===== config.mk =====
export PLATFORM = sky130hd
export DESIGN_NAME = multicycle_ctrl
export DESIGN_NICKNAME = d
export VERILOG_FILES = /design/src/rtl/multicycle_ctrl.sv
export SDC_FILE = /design/constraint.sdc
export NUM_CORES = 1
export LEC_CHECK = 0
export CAP_MARGIN = 5
export CORE_MARGIN = 3
export CORE_UTILIZATION = 41
export CTS_CLUSTER_SIZE = 10
export DETAILED_ROUTE_END_ITERATION = 6
export PLACE_DENSITY = 0.85
export SLEW_MARGIN = 20
export SYNTH_ARGS = -nofsm -noshare
export SYNTH_HDL_FRONTEND = slang
export SYNTH_SLANG_ARGS = --single-unit

===== constraint.sdc =====
create_clock -name clk -period 3.85 [get_ports clk]
set_input_delay 0.77 -clock clk [delete_from_list [all_inputs] [get_ports clk]]
set_output_delay 0.77 -clock clk [all_outputs]
set_load 0.005 [all_outputs]

===== src/rtl/multicycle_ctrl.sv =====
// Moore main controller for the multicycle ARM-subset core: state sequencing, datapath strobes, NZCV flags.
// Optional branch-with-link support (LINK state) is enabled by defining MCTRL_BL_EN.
module multicycle_ctrl #(
    parameter logic [3:0] RESET_STATE = 4'd0
) (
    input  logic        clk,
    input  logic        reset,
    input  logic [19:0] Instr,
    input  logic [3:0]  ALUFlags,
    output logic        PCWrite,
    output logic        AdrSrc,
    output logic        MemWrite,
    output logic        IRWrite,
    output logic [1:0]  ResultSrc,
    output logic        ALUSrcA,
    output logic [1:0]  ALUSrcB,
    output logic [1:0]  ImmSrc,
    output logic [1:0]  RegSrc,
    output logic        RegWrite,
    output logic [1:0]  ALUControl,
    output logic [3:0]  Flags,
    output logic        LinkSel
);

    typedef enum logic [3:0] {
        S_FETCH  = 4'd0,
        S_DECODE = 4'd1,
        S_MEMADR = 4'd2,
        S_MEMRD  = 4'd3,
        S_MEMWB  = 4'd4,
        S_MEMWR  = 4'd5,
        S_EXECR  = 4'd6,
        S_EXECI  = 4'd7,
        S_ALUWB  = 4'd8,
        S_BRANCH = 4'd9
`ifdef MCTRL_BL_EN
        , S_LINK = 4'd10
`endif
    } state_t;

    state_t      r_state, w_next;
    logic [3:0]  r_flags;

    // Instr holds bits [31:12] of the instruction word
    logic [3:0]  w_cond, w_cmd, w_rd;
    logic [1:0]  w_op;
    logic [5:0]  w_funct;
    logic        w_unused_rn;
    assign w_cond      = Instr[19:16];
    assign w_op        = Instr[15:14];
    assign w_funct     = Instr[13:8];
    assign w_rd        = Instr[3:0];
    assign w_cmd       = w_funct[4:1];
    assign w_unused_rn = ^Instr[7:4];

    logic w_n, w_z, w_c, w_v;
    assign {w_n, w_z, w_c, w_v} = r_flags;
    assign Flags = r_flags;

    logic w_condex;
    always_comb begin
        w_condex = 1'b0;
        case (w_cond)
            4'b0000: w_condex = w_z;
            4'b0001: w_condex = ~w_z;
            4'b0010: w_condex = w_c;
            4'b0011: w_condex = ~w_c;
            4'b0100: w_condex = w_n;
            4'b0101: w_condex = ~w_n;
            4'b0110: w_condex = w_v;
            4'b0111: w_condex = ~w_v;
            4'b1000: w_condex = w_c & ~w_z;
            4'b1001: w_condex = ~w_c | w_z;
            4'b1010: w_condex = (w_n == w_v);
            4'b1011: w_condex = (w_n != w_v);
            4'b1100: w_condex = ~w_z & (w_n == w_v);
            4'b1101: w_condex = w_z | (w_n != w_v);
            4'b1110: w_condex = 1'b1;
            default: w_condex = 1'b0;
        endcase
    end

    logic [1:0] w_alu_dec;
    logic       w_nowrite, w_cv_upd, w_alu_wr;
    always_comb begin
        w_alu_dec = 2'b00;
        w_nowrite = 1'b1;
        case (w_cmd)
            4'b0100: begin w_alu_dec = 2'b00; w_nowrite = 1'b0; end
            4'b0010: begin w_alu_dec = 2'b01; w_nowrite = 1'b0; end
            4'b0000: begin w_alu_dec = 2'b10; w_nowrite = 1'b0; end
            4'b1100: begin w_alu_dec = 2'b11; w_nowrite = 1'b0; end
            4'b1010: begin w_alu_dec = 2'b01; w_nowrite = 1'b1; end
            default: begin w_alu_dec = 2'b00; w_nowrite = 1'b1; end
        endcase
    end
    assign w_cv_upd = (w_cmd == 4'b0100) || (w_cmd == 4'b0010) || (w_cmd == 4'b1010);
    assign w_alu_wr = w_condex & ~w_nowrite;

    always_ff @(posedge clk) begin
        if (reset) begin
            r_state <= state_t'(RESET_STATE);
            r_flags <= 4'b0000;
        end else begin
            r_state <= w_next;
            if ((r_state == S_EXECR || r_state == S_EXECI) && w_funct[0] && w_condex) begin
                r_flags[3:2] <= ALUFlags[3:2];
                if (w_cv_upd)
                    r_flags[1:0] <= ALUFlags[1:0];
            end
        end
    end

    assign ImmSrc = (w_op == 2'b01) ? 2'b01 : (w_op == 2'b10) ? 2'b10 : 2'b00;
    assign RegSrc = {(w_op == 2'b01) && !w_funct[0], w_op == 2'b10};

    always_comb begin
        w_next     = r_state;
        PCWrite    = 1'b0;
        AdrSrc     = 1'b0;
        MemWrite   = 1'b0;
        IRWrite    = 1'b0;
        ResultSrc  = 2'b00;
        ALUSrcA    = 1'b0;
        ALUSrcB    = 2'b00;
        RegWrite   = 1'b0;
        ALUControl = 2'b00;
        LinkSel    = 1'b0;
        case (r_state)
            S_FETCH: begin
                IRWrite = 1'b1; PCWrite = 1'b1;
                ALUSrcA = 1'b1; ALUSrcB = 2'b10; ResultSrc = 2'b10;
                w_next  = S_DECODE;
            end
            S_DECODE: begin
                ALUSrcA = 1'b1; ALUSrcB = 2'b10; ResultSrc = 2'b10;
                case (w_op)
                    2'b01:   w_next = S_MEMADR;
                    2'b00:   w_next = w_funct[5] ? S_EXECI : S_EXECR;
`ifdef MCTRL_BL_EN
                    2'b10:   w_next = w_funct[4] ? S_LINK : S_BRANCH;
`else
                    2'b10:   w_next = S_BRANCH;
`endif
                    default: w_next = S_FETCH;
                endcase
            end
            S_MEMADR: begin
                ALUSrcB = 2'b01;
                w_next  = w_funct[0] ? S_MEMRD : S_MEMWR;
            end
            S_MEMRD: begin
                AdrSrc = 1'b1;
                w_next = S_MEMWB;
            end
            S_MEMWB: begin
                ResultSrc = 2'b01;
                if (w_condex && w_rd == 4'hF) PCWrite = 1'b1;
                else                          RegWrite = w_condex;
                w_next = S_FETCH;
            end
            S_MEMWR: begin
                AdrSrc   = 1'b1;
                MemWrite = w_condex;
                w_next   = S_FETCH;
            end
            S_EXECR: begin
                ALUControl = w_alu_dec;
                w_next     = S_ALUWB;
            end
            S_EXECI: begin
                ALUSrcB    = 2'b01;
                ALUControl = w_alu_dec;
                w_next     = S_ALUWB;
            end
            S_ALUWB: begin
                // a write to R15 is redirected to the PC enable
                if (w_alu_wr && w_rd == 4'hF) PCWrite = 1'b1;
                else                          RegWrite = w_alu_wr;
                w_next = S_FETCH;
            end
            S_BRANCH: begin
                ALUSrcB   = 2'b01;
                ResultSrc = 2'b10;
                PCWrite   = w_condex;
                w_next    = S_FETCH;
            end
`ifdef MCTRL_BL_EN
            S_LINK: begin
                ResultSrc = 2'b11;
                LinkSel   = 1'b1;
                RegWrite  = w_condex;
                w_next    = S_BRANCH;
            end
`endif
            default: w_next = S_FETCH;
        endcase
        if (reset) begin
            PCWrite  = 1'b0;
            IRWrite  = 1'b0;
            MemWrite = 1'b0;
            RegWrite = 1'b0;
        end
    end

endmodule


==> flow_summary.yaml, run 1 <==
cts:
  htree_levels: 1
  cts-hold-fix-buffers: 0
  cts_tree: "yes"
  insertion_delay_ps: 250
  cts-root-buf: "clkbuf_4"
  path_clk_slew_ps: 50
  postCtsSetupRepairBufs: 0
  clockBufferDepth: 2
  cts_made_buffers: 3
  clock_sinks: 8
synth:
  ys_ff_latch: 8
  synth_top_area_cell: "dfxtp_1"
  synth_cells: 110
  synth_top_area_frac: 0.188
  avgSynthCellArea_sq_um: 7.76
  ys_types: 45
  synth_nets: 136
  synth_flop_cell: "dfxtp_1"
  synth-warning-count: 0
  yosysSeqAreaShare: 0.188
  netlist_area_sq_um: 853
  synth_edf_count: 0
  async_flop_share: 0
  synthTopCellsByArea: "dfxtp_1 (19%), nand2b_1 (8.8%), mux2i_1 (5.9%)"
worst_setup_path:
  reg2regPathDepth: 5
  crit_fanout: 7
  r2r_end: "Flags[2]$_SDFFE_PP0P_"
  critPathLaunch: "Instr[16]"
  cp-end-kind: "output pin"
  crit_path_end: "PCWrite"
  critPathRequiredTime_ps: 3080
  cp.arrival_ps: 2920
  path_class: "in -> out"
  crit_path_start_kind: "primary input"
  r2r_start: "Flags[0]$_SDFFE_PP0P_"
  r2r_slack_ps: 2150
sta:
  setup_viol: 0
  worst_pin_slew_ps: 522
  min_period_over_period: 0.958
  fin_crit_ps: 3690
  hold_slack_ps: 529
  relSlewSlack: 0.646
  finalClockSkew_ps: 2.53
  setup_slack_ps: 161
  fin_tns_setup_ps: 0
  rsz0062_at_grt: "no"
  hold_viol_final: 0
  max_freq_ghz: 0.271
  drv_slew: 0
drt:
  viasPerCell: 5.53
  drt_wl_total_um: 2330
  initialDrtViolationCount: 14
  drc: 0
  postRouteAntennaNets: 0
  wl_per_cell_um: 13.4
  via_count: 957
  dr.pass1.iters: 4
finish:
  instances_no_fill: 173
  fillerInstances: 173
  layout_commonest_cell: "clkdlybuf4s50_1"
  final_layout_size_suffix_gt1_frac: 0.0676
  n_antenna_cell: 0
  layout_common_cells: "clkdlybuf4s50_1 (40), nand2b_1 (12), nor3_1 (9)"
  area_growth_pct: 50.9
  final_nets: 176
pwr:
  power.density_nw_per_um2: 196
  p_clk_frac: 0.255
  p_leak_nw: 0.453
  comb_power_share: 0.374
  ir_drop_uv: 201
  p_int_uw: 178
  p_seq_frac: 0.372
  swShare: 0.294
  power_switching_uw: 74.2
  total_power_uw: 252
floorplanning:
  boundaryPins: 47
  die_x_um: 51.6
  start_util: 0.464
  row_count: 15
  die_h_um: 51.6
  core-area_sq_um: 1840
  die_area_sq_um: 2660
global_route:
  grt_pass1_vias: 887
  antenna_found_initial: 0
  grt_use_total: 0.187
  grt_max_degree: 15
  grt_pass1_wl_um: 3830
  overflow: 0
placed_design:
  portBuffers: 41
  gp_congestion: 0.829
  placed_cells: 170
  dpl.hpwl_um: 1870
  preCtsSetupSlack_ps: 142
hold_path:
  hold_path.class: "reg -> reg"
status:
  outcome: "complete, no violations"
job:
  maxCapViolCount: 0
[state kept, by name, summed over array words and instances, names as in the netlist]
signal and count:
Flags 4, r_state 4
[power groups by stage]
| stage | Clock, mW | Combinational (mW) | Sequential [mW] |
|---|---|---|---|
| floorplan | 0 | 0.0496 | 0.0887 |
| global placement | 0 | 0.0913 | 0.0950 |
| detailed placement | 0 | 0.0936 | 0.0953 |
| CTS | 0.0668 | 0.0939 | 0.0935 |
| global route | 0.0723 | 0.103 | 0.0944 |
| finish | 0.0642 | 0.0942 | 0.0938 |
[final cells by class]
type,count,area [sq um],share of cell area
Clock buffer,3,22.5,0.0175
Inverter,2,7.51,0.00583
Multi-Input combinational cell,92,638,0.496
Sequential cell,8,160,0.124
Tap cell,25,31.3,0.0243
Timing Repair Buffer,43,428,0.332
[cell families after synthesis]
kind of cell	Yosys count	synth area share
AND/OR/NAND/NOR	55	0.397
flip-flops	8	0.188
buffers and inverters	10	0.0718
XOR/XNOR	6	0.0616
multiplexers	6	0.0718
other	1	0.00439
AO/OA/AOI/OAI	24	0.205
[critical path, stage by stage]
cell and delay [ps]:
clkdlybuf4s50_1 470, buf_4 190, nor3b_1 130, o21a_1 200, o31ai_2 340, a31oi_1 150, o211a_1 220, clkdlybuf4s50_1 440
[worst min path at each step]
stage                                      from               endpoint  slack [ps]  cells past startpoint
after detailed placement  Flags[1]$_SDFFE_PP0P_  Flags[1]$_SDFFE_PP0P_         530                      2
after floorplan           Flags[1]$_SDFFE_PP0P_  Flags[1]$_SDFFE_PP0P_         500                      2
after CTS                 Flags[1]$_SDFFE_PP0P_  Flags[1]$_SDFFE_PP0P_         530                      2
final                     Flags[1]$_SDFFE_PP0P_  Flags[1]$_SDFFE_PP0P_         530                      2
after global routing      Flags[1]$_SDFFE_PP0P_  Flags[1]$_SDFFE_PP0P_         560                      2
after global placement    Flags[1]$_SDFFE_PP0P_  Flags[1]$_SDFFE_PP0P_         510                      2
[cells in the mapped netlist (2+ instances only)]
cell and count:
xor2_1 3, dfxtp_1 8, xnor2_1 3, nor3_1 9, nand2_1 5, nor4_1 2
inv_1 2, buf_4 4, nand2b_1 12, nor2_1 5, nor3b_1 2, clkbuf_1 2
mux2i_1 5, a211oi_1 2, nand4_1 2, or2b_1 2, a21oi_1 4, o21ai_0 2
a22oi_1 2, nor2b_1 5, or3b_1 2, a31oi_1 4
[stage by stage]
step,utilization,cell area (sq um)
floorplan,-,853
global placement,0.683,1260
detailed placement,0.683,1260
CTS,0.695,1280
global route,0.700,1290
finish,0.700,1290
[per-layer routing]
metal,wire length [um],vias up,GRT usage
met5,0,-,0
met4,13,0,0.0524
met3,126,4,0.0372
met2,1190,32,0.314
met1,996,440,0.240
li1,-,481,-
[repair_timing]
action | in CTS | in global routing
setup endpoints to repair | 0 | 2
endpoints found under the hold margin | 0 | 0
gates resized for setup | 0 | 2
(Power assumes the default switching activity.)
==> run 2, diff against run 1 <==
- CORE_UTILIZATION: 41 -> 62
- DONT_BUFFER_PORTS: not set -> 1
- PLACE_DENSITY: 0.85 -> 0.79
==> flow_summary.yaml, run 2 (synthesis gave the netlist of run 1 again) <==
finish:
  area_growth_pct: -1.61
  regArea_sq_um: 160
  fillerInstances: 101
  final_nets: 133
  layout_commonest_cell: "nand2b_1"
  n_antenna_cell: 0
  multiInputGateArea_sq_um: 632
  layout_common_cells: "nand2b_1 (12), nor3_1 (9), dfxtp_1 (8)"
  stdcell_area_sq_um: 840
  final_layout_size_suffix_gt1_frac: 0.0667
job:
  maxCapViolCount: 0
sta:
  max_freq_ghz: 0.370
  min_period_over_period: 0.701
  hold_slack_ps: 556
  fin_tns_setup_ps: 0
  setup_viol: 0
  fin_crit_ps: 2700
  rsz0062_at_grt: "no"
  drv_slew: 0
  finalClockSkew_ps: 4.61
  hold_viol_final: 0
cts:
  postCtsSetupRepairBufs: 0
  cts-hold-fix-buffers: 0
  clock_sinks: 8
  cts_tree: "yes"
  path_clk_slew_ps: 50
  insertion_delay_ps: 250
  cts-root-buf: "clkbuf_4"
  cts_made_buffers: 3
  htree_levels: 1
  clockBufferDepth: 2
  cts_resized: 0
global_route:
  grt_pass1_vias: 694
  grt_max_degree: 15
  grt_use_total: 0.195
  antenna_found_initial: 0
  overflow: 0
  grt_pass1_wl_um: 2890
worst_setup_path:
  critPathRequiredTime_ps: 3080
  path_class: "in -> out"
  crit_fanout: 12
  r2r_slack_ps: 2130
  cp-end-kind: "output pin"
  crit_path_start_kind: "primary input"
  cp.arrival_ps: 1930
placed_design:
  dpl.hpwl_um: 1440
  gp_congestion: 0.791
  portBuffers: 0
  place_area_sq_um: 817
floorplanning:
  boundaryPins: 47
  die_x_um: 43.1
  die_h_um: 43.1
  core-area_sq_um: 1200
  die_area_sq_um: 1860
  row_count: 12
  start_util: 0.710
pwr:
  p_leak_nw: 0.280
  ir_drop_uv: 202
  power.density_nw_per_um2: 238
drt:
  drt_wl_total_um: 1860
  viasPerCell: 6.66
  wl_per_cell_um: 15.6
  via_count: 792
  postRouteAntennaNets: 0
  dr.pass1.iters: 4
  initialDrtViolationCount: 15
  drc: 0
hold_path:
  hold_path.class: "reg -> reg"
status:
  outcome: "complete, no violations"
[run 2: layout make-up]
class | instances | share of cell area
Multi-Input combinational cell | 92 | 0.753
Sequential cell | 8 | 0.191
Clock buffer | 3 | 0.0268
Tap cell | 14 | 0.0209
Inverter | 2 | 0.00894
[run 2: worst paths after layout]
check	from	end	cells past startpoint
worst max register to register	Flags[0]$_SDFFE_PP0P_	Flags[1]$_SDFFE_PP0P_	5
worst min register to register	Flags[1]$_SDFFE_PP0P_	Flags[1]$_SDFFE_PP0P_	2
worst max-delay path	Instr[16]	PCWrite	5
worst min-delay path	Flags[1]$_SDFFE_PP0P_	Flags[1]$_SDFFE_PP0P_	2
[run 2: power breakdown]
part	internal (mW)	switching (mW)
Combinational	0.0220	0.0220
Sequential	0.0857	0.00824
Clock	0.0356	0.0267
Total	0.143	0.0570
[run 2: metal layers]
layer	vias to the layer above	share of wire	track usage	wire, um
met5	-	0	0	0
met4	0	0.0038	0.0783	7
met3	2	0.098	0.0424	182
met2	34	0.48	0.289	888
met1	361	0.42	0.268	781
li1	395	-	-	-
[run 2: stage by stage]
step	utilization	setup slack [ps]	std cells	power [mW]
6_report	0.699	1150	119	0.200
5_1_grt	0.699	1070	119	0.213
4_1_cts	0.699	1150	119	0.203
3_5_place_dp	0.680	1160	116	0.139
3_3_place_gp	0.680	1170	116	0.138
2_1_floorplan	-	1230	110	0.138
[run 2: critical path: stages]
cell and delay, ps:
and2b_2 190, o31a_1 250, o31ai_2 320, a31oi_1 150
o211a_1 240
